[src/rtl/reg_nway_mux.sv]
// Registered N-way multiplexer with a valid/ready handshake on every channel.
// MODE 0 takes the channel named by S; MODE 1 round-robins among valid channels.
module reg_nway_mux #(
    parameter  int WIDTH = 8,
    parameter  int N     = 4,
    parameter  int MODE  = 0,
    localparam int SELW  = $clog2(N)
) (
    input  logic                 CLK,
    input  logic                 RST,
    input  logic [N*WIDTH-1:0]   I,
    input  logic [N-1:0]         V,
    output logic [N-1:0]         R,
    input  logic [SELW-1:0]      S,
    output logic [WIDTH-1:0]     Y,
    output logic                 YV,
    input  logic                 YR
);

    logic            ld;
    logic            acc;
    logic [N-1:0]    g;
    logic [SELW-1:0] sel;
    logic [SELW-1:0] p;
    logic [SELW-1:0] p_next;

    // NOTE: every signal gets a default at the top of always_comb, so no path leaves it unassigned and no latch is inferred.
    always_comb begin
        int idx;
        g   = '0;
        sel = '0;
        idx = 0;
        if (MODE == 0) begin
            for (int k = 0; k < N; k++) begin
                if (int'(S) == k && V[k]) begin
                    g[k] = 1'b1;
                    sel  = SELW'(k);
                end
            end
        end else begin
            // Scan backwards from the far end so the last hit is the nearest valid channel at or after p.
            for (int j = N - 1; j >= 0; j--) begin
                idx = (int'(p) + j) % N;
                if (V[idx]) begin
                    g      = '0;
                    g[idx] = 1'b1;
                    sel    = SELW'(idx);
                end
            end
        end
    end

    assign ld     = !YV || YR;
    assign R      = RST ? '0 : (g & {N{ld}});
    assign acc    = |R;
    assign p_next = (int'(sel) == N - 1) ? '0 : sel + 1'b1;

    // NOTE: state is updated with <= so all registers sample values from before the edge.
    always_ff @(posedge CLK) begin
        if (RST) begin
            Y  <= '0;
            YV <= 1'b0;
            p  <= '0;
        end else if (acc) begin
            Y  <= I[sel*WIDTH +: WIDTH];
            YV <= 1'b1;
            if (MODE == 1) begin
                p <= p_next;
            end
        end else if (YV && YR) begin
            YV <= 1'b0;
        end
    end

endmodule

[config.mk]
export PLATFORM = sky130hd
export DESIGN_NAME = reg_nway_mux
export DESIGN_NICKNAME = d
export VERILOG_FILES = /design/src/rtl/reg_nway_mux.sv
export SDC_FILE = /design/constraint.sdc
export NUM_CORES = 1
export LEC_CHECK = 0
export BUFFER_PORTS_ARGS = -buffer_cell sky130_fd_sc_hd__buf_2
export CORE_MARGIN = 10
export CORE_UTILIZATION = 42
export DETAILED_ROUTE_END_ITERATION = 10
export GPL_ROUTABILITY_DRIVEN = 0
export PLACE_DENSITY = 0.86
export SYNTH_ARGS = -nofsm -noshare
export SYNTH_HDL_FRONTEND = slang
export SYNTH_SLANG_ARGS = --single-unit
[constraint.sdc]
create_clock -name CLK -period 3.09 [get_ports CLK]
set_input_delay 0.309 -clock CLK [delete_from_list [all_inputs] [get_ports CLK]]
set_output_delay 0.309 -clock CLK [all_outputs]
set_load 0.005 [all_outputs]
==> reports/metrics.yaml <==
status:
  outcome: "finished, final reports clean"
setup_path:
  crit_start: "YV"
  path_class: "reg -> out"
  start_kind: "register"
  r2r_slack_ns: 1.69
  slowest_delay_ns: 0.32
  crit_chain: "nand2b_1, nand2b_1, nor4b_1, buf_2"
  rr_startpoint: "YV"
  cp_max_fo: 4
  reg2regPathDepth: 4
  crit_top_cell: "nand2b_1"
  cp_data_arrival_time_ns: 1.24
  reg2reg_to: "Y[2]"
  cp_data_required_time_ns: 2.78
  crit_path_top_delay_cell: "dfxtp_1"
  end_kind: "output pin"
placed_design:
  place_area_um2: 926
  numPortBuffers: 53
  dp.cells: 145
  dp_slack_ns: 1.29
power_and_ir_drop:
  power.leakage_uw: 0.000464
  irDropWorstVdd_v: 0.000162
  p_per_area_nw_per_um2: 345
floorplanning:
  rows: 14
  fp.dieH_um: 61.0
  die_w_um: 61.0
  die-area_um2: 3720
  core-area_um2: 1540
  io_pins: 54
  start_util_pct: 45.7
logic_synthesis:
  yosys.area_share.xor_xnor_pct: 0
  synth_compound_area_share_pct: 35.7
  synth_cell_type_count: 24
  syn_nets: 125
  yosysWarnings: 0
  synth_area_per_cell_um2: 8.39
  synthCells: 84
  synth_seq_area_share_pct: 25.6
  synth-simple-area-share_pct: 22.7
  synth_area_um2: 704
  ys_ff_latch: 9
  synth_top_family_by_area: "compound AO/OA/AOI/OAI gates"
  yosys-mux-area-fraction_pct: 6.39
  synthAdderAreaFrac_pct: 0
cts:
  insertion_delay_ns: 0.26
  cts_max_level: 1
  cts-buffers-inserted: 3
  cts-root-buf: "clkbuf_4"
  cts_setup_buffers: 0
  cts_tree: "yes"
  cts_buffer_depth: 2
  ctsHoldBuffers: 0
  path_clk_slew_ns: 0.07
  clock_sinks: 9
  post_cts_resized: 0
final_layout:
  multi_input_area_um2: 457
  drive_above_1_share_pct: 45.9
  fin_nets: 175
  seqCellArea_um2: 180
  final_cell_mix: "53 x buf_2, 10 x nor2_1, 9 x dfxtp_1"
  fin_util_pct: 61.8
  n_fill_cell: 146
  diodes: 0
  area.growth.synth_to_final_pct: 35.2
  final_area_um2: 952
  final_cell_count_no_fill: 149
  layout_commonest_cell: "buf_2"
drt:
  drc_errors: 0
  dr.pass1.iters: 7
  via_count: 849
  postRouteAntennaNets: 0
  drt_iter0_markers: 29
  avgRoutedWirePerCell_um: 16.7
  vias_per_cell: 5.70
  wl_um: 2480
timing:
  fmax_mhz: 644
  setup_tns_ns: 0
  rsz0062_at_grt: "no"
  finClkSkew_ns: 0.00864
  drv_slew: 0
  hold_viol: 0
  setup_viol: 0
  max_slew_margin_pct: 64.4
  min_period_ns: 1.55
  tightest_slew_ns: 0.534
  finalCritPeriodShare_pct: 50.2
  setup_slack_ns: 1.54
grt:
  grt_pass1_vias: 827
  grt_use_total_pct: 12.9
  grt_antenna_before_repair: 0
  grt_start_max_net_pins: 24
  grt_pass1_wl_um: 3750
  overflow: 0
hold_path:
  holdCritPathClass: "in -> reg"
  hold_depth: 2
  min-delay-start: "RST"
  hold_end: "Y[4]"
run:
  maxCapViolCount: 0
==> power by group <==
group / switching [uW] / internal (uW)
combinational: 51.8 / 52.5
sequential: 4.98 / 127
clock: 43.3 / 49.8
total: 100 / 229
==> worst max-delay path: cells and delay by family (launching register included) <==
kind,cells,cell delay [ns]
DFF,1,0.32
and+or+nand+nor,3,0.51
buffers and inverters,1,0.16
==> through the flow <==
| step | total power, uW | hold slack [ns] |
|---|---|---|
| global placement | 235 | 0.493 |
| floorplan | 200 | 0.492 |
| detailed placement | 239 | 0.491 |
| global route | 350 | 0.381 |
| finish | 329 | 0.351 |
| CTS | 330 | 0.360 |
==> cells in the mapped netlist (all sizes together) <==
cell     n  area, um^2
mux2     2        22.5
nor3     1        5.00
dfxtp    9         180
o21ai    8        40.0
a21oi    1        5.00
clkbuf   3        11.3
nor2    10        37.5
nor4b    1        8.76
mux4     1        22.5
nand2b   2        12.5
a21boi   8        60.1
buf      5        52.5
and2     1        7.51
nor3b    1        7.51
inv      1        3.75
nand3b   1        7.51
nand2    4        15.0
and3b    1        8.76
a311oi   8        76.3
and3     8        50.1
o221ai   8        70.1
==> worst max path at each step <==
stage,endpoint,slack (ns),cells past startpoint
floorplan,Y[4],1.48,6
global placement,Y[6],1.33,5
detailed placement,Y[4],1.29,5
CTS,R[0],1.53,4
global route,Y[1],1.30,5
finish,R[0],1.54,4
==> routing by layer <==
layer / vias up / part of all wire (%) / GRT usage [%]
li1: 424 / - / -
met1: 369 / 35 / 13.9
met2: 50 / 51 / 22.6
met3: 6 / 12 / 4.38
met4: 0 / 2.1 / 5.33
met5: - / 0 / 0
==> state kept, by name, indices dropped and copies added, names as in the netlist <==
name,count
Y,8
YV,1
==> layout make-up <==
cell class                 count  area share, %
sequential                     9           18.9
multi-input combinational     66           48.0
inverter                       1          0.394
timing repair buffer          53           27.9
clock buffer                   4           2.76
tap                           16           2.10
==> logic make-up (layout without fill, tap and decap cells) <==
group                  after synthesis  in the layout
muxes                                3              3
AOI/OAI and AO/OA                   33             33
DFF                                  9              9
and+or+nand+nor                     30             30
buffers and inverters                9             58
(Power assumes the default switching activity.)
